[src/rtl/cnn_frame_ctrl.sv]
// Frame sequencer for the convolution core: streams one image from the image RAM
// into cnn_core and collects its output feature map into the result RAM.
module cnn_frame_ctrl #(
    parameter int unsigned IX        = 28,
    parameter int unsigned KX        = 5,
    parameter int unsigned I_F_BW    = 8,
    parameter int unsigned CO        = 3,
    parameter int unsigned O_F_BW    = 19,
    parameter int unsigned IADDR_BW  = 10,
    parameter int unsigned OADDR_BW  = 10,
    parameter int unsigned DRAIN_MAX = 64
) (
    input  logic                   clk,
    input  logic                   reset_n,
    input  logic                   i_start,
    input  logic                   i_hold,
    output logic                   o_busy,
    output logic                   o_done,
    output logic                   o_err,
    output logic                   o_img_rd_en,
    output logic [IADDR_BW-1:0]    o_img_addr,
    input  logic [I_F_BW-1:0]      i_img_data,
    output logic                   o_core_valid,
    output logic [I_F_BW-1:0]      o_core_fmap,
    input  logic                   i_core_ot_valid,
    input  logic [CO*O_F_BW-1:0]   i_core_ot_fmap,
    output logic                   o_res_we,
    output logic [OADDR_BW-1:0]    o_res_addr,
    output logic [CO*O_F_BW-1:0]   o_res_data
);

    localparam int unsigned NPIX    = IX * IX;
    localparam int unsigned OX      = IX - KX + 1;
    localparam int unsigned NOUT    = OX * OX;
    localparam int unsigned CNT_BW  = OADDR_BW + 1;
    localparam int unsigned IDLE_BW = $clog2(DRAIN_MAX + 1);

    typedef enum logic [1:0] {
        S_IDLE  = 2'd0,
        S_FEED  = 2'd1,
        S_DRAIN = 2'd2,
        S_DONE  = 2'd3
    } state_t;

    state_t              state;
    logic [IADDR_BW-1:0] pix_cnt;
    logic [CNT_BW-1:0]   out_cnt;
    logic [IDLE_BW-1:0]  idle_cnt;
    logic                rd_q;
    logic                capture;
    logic                last_out;

    // Core results are only accepted while a frame is in flight and not yet full.
    assign capture  = i_core_ot_valid
                    && ((state == S_FEED) || (state == S_DRAIN))
                    && (out_cnt < CNT_BW'(NOUT));
    assign last_out = capture && (out_cnt == CNT_BW'(NOUT - 1));

    always_ff @(posedge clk or negedge reset_n) begin
        if (!reset_n) begin
            state        <= S_IDLE;
            pix_cnt      <= '0;
            out_cnt      <= '0;
            idle_cnt     <= '0;
            rd_q         <= 1'b0;
            o_busy       <= 1'b0;
            o_done       <= 1'b0;
            o_err        <= 1'b0;
            o_img_rd_en  <= 1'b0;
            o_img_addr   <= '0;
            o_core_valid <= 1'b0;
            o_core_fmap  <= '0;
            o_res_we     <= 1'b0;
            o_res_addr   <= '0;
            o_res_data   <= '0;
        end else begin
            o_img_rd_en <= 1'b0;
            o_res_we    <= 1'b0;
            o_done      <= 1'b0;

            // rd_q tracks the RAM's own read stage so valid lines up with the data.
            rd_q         <= o_img_rd_en;
            o_core_valid <= rd_q;
            if (rd_q) begin
                o_core_fmap <= i_img_data;
            end

            if (capture) begin
                o_res_we   <= 1'b1;
                o_res_addr <= out_cnt[OADDR_BW-1:0];
                o_res_data <= i_core_ot_fmap;
                out_cnt    <= out_cnt + CNT_BW'(1);
            end

            case (state)
                S_IDLE: begin
                    if (i_start) begin
                        state    <= S_FEED;
                        pix_cnt  <= '0;
                        out_cnt  <= '0;
                        idle_cnt <= '0;
                        o_err    <= 1'b0;
                        o_busy   <= 1'b1;
                    end
                end
                S_FEED: begin
                    if (last_out) begin
                        state  <= S_DONE;
                        o_done <= 1'b1;
                    end else if (!i_hold) begin
                        o_img_rd_en <= 1'b1;
                        o_img_addr  <= pix_cnt;
                        pix_cnt     <= pix_cnt + IADDR_BW'(1);
                        if (pix_cnt == IADDR_BW'(NPIX - 1)) begin
                            state <= S_DRAIN;
                        end
                    end
                end
                S_DRAIN: begin
                    // A final result in the same cycle as the threshold takes priority.
                    if (last_out) begin
                        state  <= S_DONE;
                        o_done <= 1'b1;
                    end else if (i_core_ot_valid) begin
                        idle_cnt <= '0;
                    end else if (idle_cnt == IDLE_BW'(DRAIN_MAX - 1)) begin
                        idle_cnt <= IDLE_BW'(DRAIN_MAX);
                        o_err    <= 1'b1;
                        state    <= S_DONE;
                        o_done   <= 1'b1;
                    end else begin
                        idle_cnt <= idle_cnt + IDLE_BW'(1);
                    end
                end
                S_DONE: begin
                    state  <= S_IDLE;
                    o_busy <= 1'b0;
                end
                default: begin
                    state <= S_IDLE;
                end
            endcase
        end
    end

endmodule

[config.mk]
export PLATFORM = sky130hd
export DESIGN_NAME = cnn_frame_ctrl
export DESIGN_NICKNAME = d
export VERILOG_FILES = /design/src/rtl/cnn_frame_ctrl.sv
export SDC_FILE = /design/constraint.sdc
export NUM_CORES = 1
export LEC_CHECK = 0
export ABC_AREA = 1
export CORE_MARGIN = 2
export CORE_UTILIZATION = 47
export DETAILED_ROUTE_END_ITERATION = 12
export GPL_TIMING_DRIVEN = 1
export HOLD_SLACK_MARGIN = 0.12
export PLACE_DENSITY = 0.91
export RECOVER_POWER = 50
export SKIP_LAST_GASP = 1
export SYNTH_ARGS = -nofsm -noshare
export SYNTH_HDL_FRONTEND = slang
export SYNTH_SLANG_ARGS = --single-unit
[constraint.sdc]
create_clock -name clk -period 2.47 [get_ports clk]
set_input_delay 0.3705 -clock clk [delete_from_list [all_inputs] [get_ports clk]]
set_output_delay 0.3705 -clock clk [all_outputs]
set_load 0.03 [all_outputs]
==> results of run 1 <==
-- worst max-delay path by stage --
stage                          from                         end  slack [ns]  cells past startpoint
2_1_floorplan  state[0]$_DFFE_PN0P_      pix_cnt[7]$_DFFE_PN0P_        0.75                     11
3_3_place_gp        i_core_ot_valid        out_cnt[0]$_DFF_PN0_        0.44                      7
3_5_place_dp        i_core_ot_valid        out_cnt[0]$_DFF_PN0_        0.41                      7
4_1_cts        state[0]$_DFFE_PN0P_   o_img_addr[8]$_DFFE_PN0P_        0.50                     10
5_1_grt                     reset_n  o_core_fmap[2]$_DFFE_PN0P_        0.22                      3
6_report       state[0]$_DFFE_PN0P_   o_img_addr[8]$_DFFE_PN0P_        0.46                     10
-- power by group through the flow --
stage	sequential [mW]	combinational (mW)	clock (mW)
2_1_floorplan	4.19	1.70	0
3_3_place_gp	3.06	4.45	0
3_5_place_dp	3.10	4.55	0
4_1_cts	3.07	4.57	2.23
5_1_grt	3.15	4.80	2.33
6_report	3.06	4.44	2.19
-- routing by layer --
layer,track usage [%],part of all wire [%],vias to the layer above
met1,27.7,42,2062
met4,9.58,2.3,0
met3,5.25,5.4,24
li1,-,-,2210
met2,35.9,50,150
met5,0,0,-
-- final cells by class --
| type | instances | area [um2] |
|---|---|---|
| sequential | 122 | 3050 |
| multi-input combinational | 414 | 2020 |
| clock buffer | 28 | 517 |
| inverter | 43 | 166 |
| timing repair buffer | 169 | 1690 |
| clock inverter | 2 | 10.0 |
| fill | 886 | 3640 |
| tap | 143 | 179 |
-- logic make-up (layout without fill, tap and decap cells) --
family / Yosys count / in the layout
compound gates: 54 / 54
flops: 122 / 122
fa+ha+maj: 7 / 7
mux: 8 / 8
simple gates: 336 / 336
buf+inv: 63 / 242
xor+xnor: 9 / 9
-- critical path, stage by stage (launching register included) --
cell and delay [ns]:
dfrtp_1 0.42, inv_1 0.11, ha_1 0.33, nand3_1 0.15, a21oi_4 0.22, nand2_4 0.13, inv_4 0.11, nor3_4 0.04
buf_4 0.23, nand2_1 0.11, o21ai_2 0.06
-- sequential cells by signal (all words and copies together), names as in the netlist, 2 cells and up --
signal / count
o_res_addr: 10
o_img_addr: 10
o_res_data: 57
out_cnt: 11
o_core_fmap: 8
state: 2
pix_cnt: 10
idle_cnt: 7
-- layout by cell type (no fill, tap or decap), types with 8 or more instances in the layout --
cell type / Yosys / routed
clkbuf_16: 0 / 17
nand3_1: 17 / 18
mux2_2: 8 / 8
nor2_1: 31 / 31
o21ai_0: 22 / 22
nand2_1: 255 / 255
dfrtp_1: 122 / 122
a21oi_1: 8 / 8
o21ai_2: 18 / 18
xor2_1: 8 / 8
dlygate4sd3_1: 0 / 30
inv_1: 39 / 40
clkdlybuf4s50_1: 0 / 130
-- per-stage QoR --
stage,util (%),instances,instance area (um2)
2_1_floorplan,-,599,5370
3_3_place_gp,63.2,890,7120
3_5_place_dp,63.2,890,7120
4_1_cts,68.0,921,7660
5_1_grt,67.7,921,7630
6_report,67.7,921,7630
==> flow_summary.toml, run 1 <==
[status]
status = "finished clean"

[worst_hold_path]
min_to = "rd_q$_DFF_PN0_"
hold_path_depth = 0
hp-class = "reg -> reg"
hp-start = "o_img_rd_en$_DFF_PN0_"

[final_layout]
syn_to_final_growth_pct = 42.1
insertedDiodeCount = 0
layout-drive-gt1-share_pct = 10.3
fin_nets = 844

[job]
max_cap_viol_count = 0

[synthesis]
synth_top_family_by_area = "simple AND/OR/NAND/NOR gates"
yosysTopAreaCell = "dfrtp_1"
yosysMostFrequentCell = "nand2_1"
avgSynthCellArea_um2 = 8.97
synth_compound_area_share_pct = 6.69
synth_seq_cells = 122
synth_area_leaders = "dfrtp_1 (57%), nand2_1 (18%), o21ai_2 (2.9%), inv_1 (2.7%), nor2_1 (2.2%)"
synth-simple-area-share_pct = 26.3
seq_area_frac_synth_pct = 56.8
yosysWarnings = 0
synth_commonest_cells = "nand2_1 (255), dfrtp_1 (122), inv_1 (39)"
synth_top_area_share_pct = 56.8
synth_xor_area_share_pct = 1.47
synthArstFlopShare_pct = 100
synth_edf_count = 0
synthFlopType = "dfrtp_1"
syn_nets = 676
synthMuxAreaShare_pct = 1.68
synth_fa_ha_area_share_pct = 1.63
synth.cell_area_mm2 = 0.00537
synth_cell_types = 35
synth_cells = 599

[timing]
setup_viol = 0
hold_viol = 0
setup_ws_ns = 0.455
timing.fmax_ghz = 0.496
max_slew_margin_pct = 37.0
post-route-period-util_pct = 81.6
finalSetupTns_ns = 0
period_minus_slack_ns = 2.01
rsz0062_at_grt = "no"
holdWs_ns = 0.381
fin_skew_ns = 0.00624
final-max-slew-violation-count = 0
tightest_slew_ns = 0.945

[worst_setup_path]
cp_max_fo = 21
r2r_slack_ns = 0.46
worst_ep_arrival_time_ns = 2.31
worstPathRequired_ns = 2.76
r2r_end = "o_img_addr[8]$_DFFE_PN0P_"
worst_setup_path_end_kind = "flip-flop"
start_kind = "flip-flop"
timing.rr.start = "state[0]$_DFFE_PN0P_"
path_class = "reg -> reg"
worstRegToRegCells = 10

[global_routing]
grt_start_max_net_pins = 63
grt_pass1_wl_um = 21500
grt_pass1_vias = 4365
overflow = 0
antenna_found_initial = 0
grt.total_usage_pct = 21.9

[cts]
clk_latency_ns = 0.41
cts_tree = "yes"
numCtsBuffers = 17
cts-resized-gates = 0
cts_setup_buffers = 0
cts_hold_buf = 1
clockBufferDepth = 2
cts_root_buf = "clkbuf_16"
cts-htree-levels = 4
path_clk_slew_ns = 0.05
cts.sinks = 122

[placed_design]
io_buffers = 160
place_congestion = 0.880
dp.final_hpwl_um = 8940
preCtsSetupSlack_ns = 0.412

[pwr]
p_total_mw = 9.69
p_leak_nw = 3.68
switchingPower_mw = 3.97
combPwrFrac_pct = 45.8
power.density_mw_per_mm2 = 1270
power_switching_share_pct = 41.0
peakVddDrop_v = 0.000888
clockPowerShare_pct = 22.6
p_int_mw = 5.72
pwr-share-seq_pct = 31.6

[routing]
wl_per_cell_um = 13.7
vias = 4446
drt_first_iter_violations = 347
detail-route-antenna-nets = 0
first_pass_iters = 4
routed_wl_um = 12700
drc = 0
vias_per_cell = 4.83

[die]
fp.dieW_um = 111
num_rows = 39
start_util_pct = 47.7
core-area_mm2 = 0.0113
die_h_um = 111
die_area_mm2 = 0.0123
io_pins = 161
Note: power is estimated with default switching activity, not from simulation.
==> inputs of run 2 (changes only) <==
--- a/config.mk
+++ b/config.mk
@@ -7,11 +7,11 @@
 export LEC_CHECK = 0
 export ABC_AREA = 1
 export CORE_MARGIN = 2
-export CORE_UTILIZATION = 47
+export CORE_UTILIZATION = 43
 export DETAILED_ROUTE_END_ITERATION = 12
 export GPL_TIMING_DRIVEN = 1
 export HOLD_SLACK_MARGIN = 0.12
-export PLACE_DENSITY = 0.91
+export PLACE_DENSITY = 0.88
 export RECOVER_POWER = 50
 export SKIP_LAST_GASP = 1
 export SYNTH_ARGS = -nofsm -noshare
==> constraint.sdc (replaced) <==
create_clock -name clk -period 1.8 [get_ports clk]
set_input_delay 0.27 -clock clk [delete_from_list [all_inputs] [get_ports clk]]
set_output_delay 0.27 -clock clk [all_outputs]
set_load 0.03 [all_outputs]
==> flow_summary.toml, run 2 (synthesis results as in run 1) <==
[timing]
timing.fmax_ghz = 0.567
setup_viol = 0
fin_skew_ns = 0.0108
post-route-period-util_pct = 97.9
max_slew_margin_pct = 21.6
finalSetupTns_ns = 0
tightest_slew_ns = 1.18
rsz0062_at_grt = "yes"
period_minus_slack_ns = 1.76
hold_viol = 0
final-max-slew-violation-count = 0

[final_layout]
final_util_pct = 67.3
syn_to_final_growth_pct = 51.7
top_regs = "o_res_data (57), out_cnt (11)"
largest_register_ffs = 57
instances_no_fill = 983
insertedDiodeCount = 0
most-common-layout-cells = "nand2_1 (252), clkdlybuf4s50_1 (158), dfrtp_1 (122)"
layout-drive-gt1-share_pct = 16.8
fin_nets = 879
final_common_cell = "nand2_1"
top_register = "o_res_data"

[routing]
drt_first_iter_violations = 273
vias = 4696
detail-route-antenna-nets = 0
first_pass_iters = 4
wl_per_cell_um = 14.1
drc = 0
vias_per_cell = 4.78
routed_wl_um = 13800

[worst_setup_path]
worst_setup_path_end_kind = "flip-flop"
path_class = "reg -> reg"
timing.rr.start = "state[1]$_DFFE_PN0P_"
cp_max_fo = 7
worst_ep_arrival_time_ns = 2.06
start_kind = "flip-flop"
critPathLaunch = "state[1]$_DFFE_PN0P_"
worstPathRequired_ns = 2.10

[status]
status = "finished clean"

[die]
fp.dieW_um = 116
core-area_mm2 = 0.0121
num_rows = 40
start_util_pct = 44.3
io_pins = 161
die_h_um = 116
die_area_mm2 = 0.0134

[global_routing]
grt_pass1_vias = 4597
grt_pass1_wl_um = 21500
grt_start_max_net_pins = 86
overflow = 0
antenna_found_initial = 0
grt.total_usage_pct = 20.6

[placed_design]
dp.final_hpwl_um = 9550
placedCellCount = 943
place_congestion = 0.838
io_buffers = 160

[pwr]
p_total_mw = 14.8
pwr-share-seq_pct = 28.1
p_int_mw = 8.95
power_switching_share_pct = 39.5
peakVddDrop_v = 0.000817
power.density_mw_per_mm2 = 1820
clockPowerShare_pct = 24.7
p_leak_nw = 3.86
combPwrFrac_pct = 47.2
switchingPower_mw = 5.84

[worst_hold_path]
hp-start = "i_core_ot_fmap[17]"
hp-class = "in -> reg"

[cts]
cts_root_buf = "clkbuf_16"
numCtsBuffers = 17
cts.sinks = 122
clockBufferDepth = 2
clk_latency_ns = 0.41
path_clk_slew_ns = 0.06
cts-htree-levels = 4
cts_tree = "yes"

[job]
max_cap_viol_count = 0
[run 2: cell count changes in the layout (fill, tap and decap cells not counted), moves of 4 or more]
cell,before,now
dlygate4sd3_1,30,1
clkbuf_8,5,1
clkdlybuf4s50_1,130,158
bufinv_16,0,5
clkbuf_1,7,2
nand3_1,18,14
buf_4,3,34
[run 2: what timing repair did]
item / in CTS / in global routing
gates resized for setup: 1 / 23
hold buffers: 1 / 0
buffers inserted: 0 / 4
setup endpoints to repair: 11 / 96
gates cloned: 1 / 2
endpoints found under the hold margin: 122 / 0
pin swaps: 0 / 8
[run 2: power groups by stage]
stage,Sequential (mW),Clock (mW),Combinational [mW]
after floorplan,5.75,0,2.33
after global placement,4.14,0,6.52
after detailed placement,4.18,0,6.66
after CTS,4.15,3.72,6.73
after global routing,4.25,3.85,7.53
final,4.16,3.66,6.98
[run 2: worst max-delay path: stages (launching register included)]
cell and delay, ns:
dfrtp_1 0.35, inv_2 0.06, ha_4 0.28, nand3_4 0.08, a21oi_4 0.17, nand2_4 0.08
buf_4 0.18, a21oi_2 0.19, nand3_2 0.11, nand2_1 0.09, nand2_1 0.07
[run 2: area by class of cell]
class	count	area, um2
clock inverters	13	199
repair buffers	201	1940
inverters	43	171
well taps	168	210
multi-input cells	417	2130
fillers	907	3960
flip-flops and latches	122	3050
clock buffers	19	443
[run 2: path summary, 6_finish.rpt]
path                       slack, ns  cells past startpoint                         end
min in group asynchronous       0.68                      3  o_res_data[51]$_DFFE_PN0N_
max                             0.04                     10        state[0]$_DFFE_PN0P_
max reg2reg                     0.04                     10        state[0]$_DFFE_PN0P_
max in group asynchronous       0.24                      3      pix_cnt[8]$_DFFE_PN0P_
min                             0.40                      3  o_res_data[17]$_DFFE_PN0N_
min reg2reg                     0.40                      0              rd_q$_DFF_PN0_
[run 2: stage by stage]
stage	hold slack, ns	cell area [um2]	worst slack, ns
2_1_floorplan	-0.0256	5370	0.0793
3_3_place_gp	0.350	7360	-0.194
3_5_place_dp	0.361	7360	-0.242
4_1_cts	0.380	8030	0.000694
5_1_grt	0.393	8150	-0.0715
6_report	0.398	8150	0.0374
[run 2: routing by layer]
metal | vias to the layer above | GRT usage (%) | share of wire, %
met5 | - | 0 | 0
met4 | 0 | 8.41 | 1.7
met2 | 138 | 35.6 | 52
li1 | 2298 | - | -
met3 | 21 | 4.86 | 5.5
met1 | 2239 | 24.9 | 41
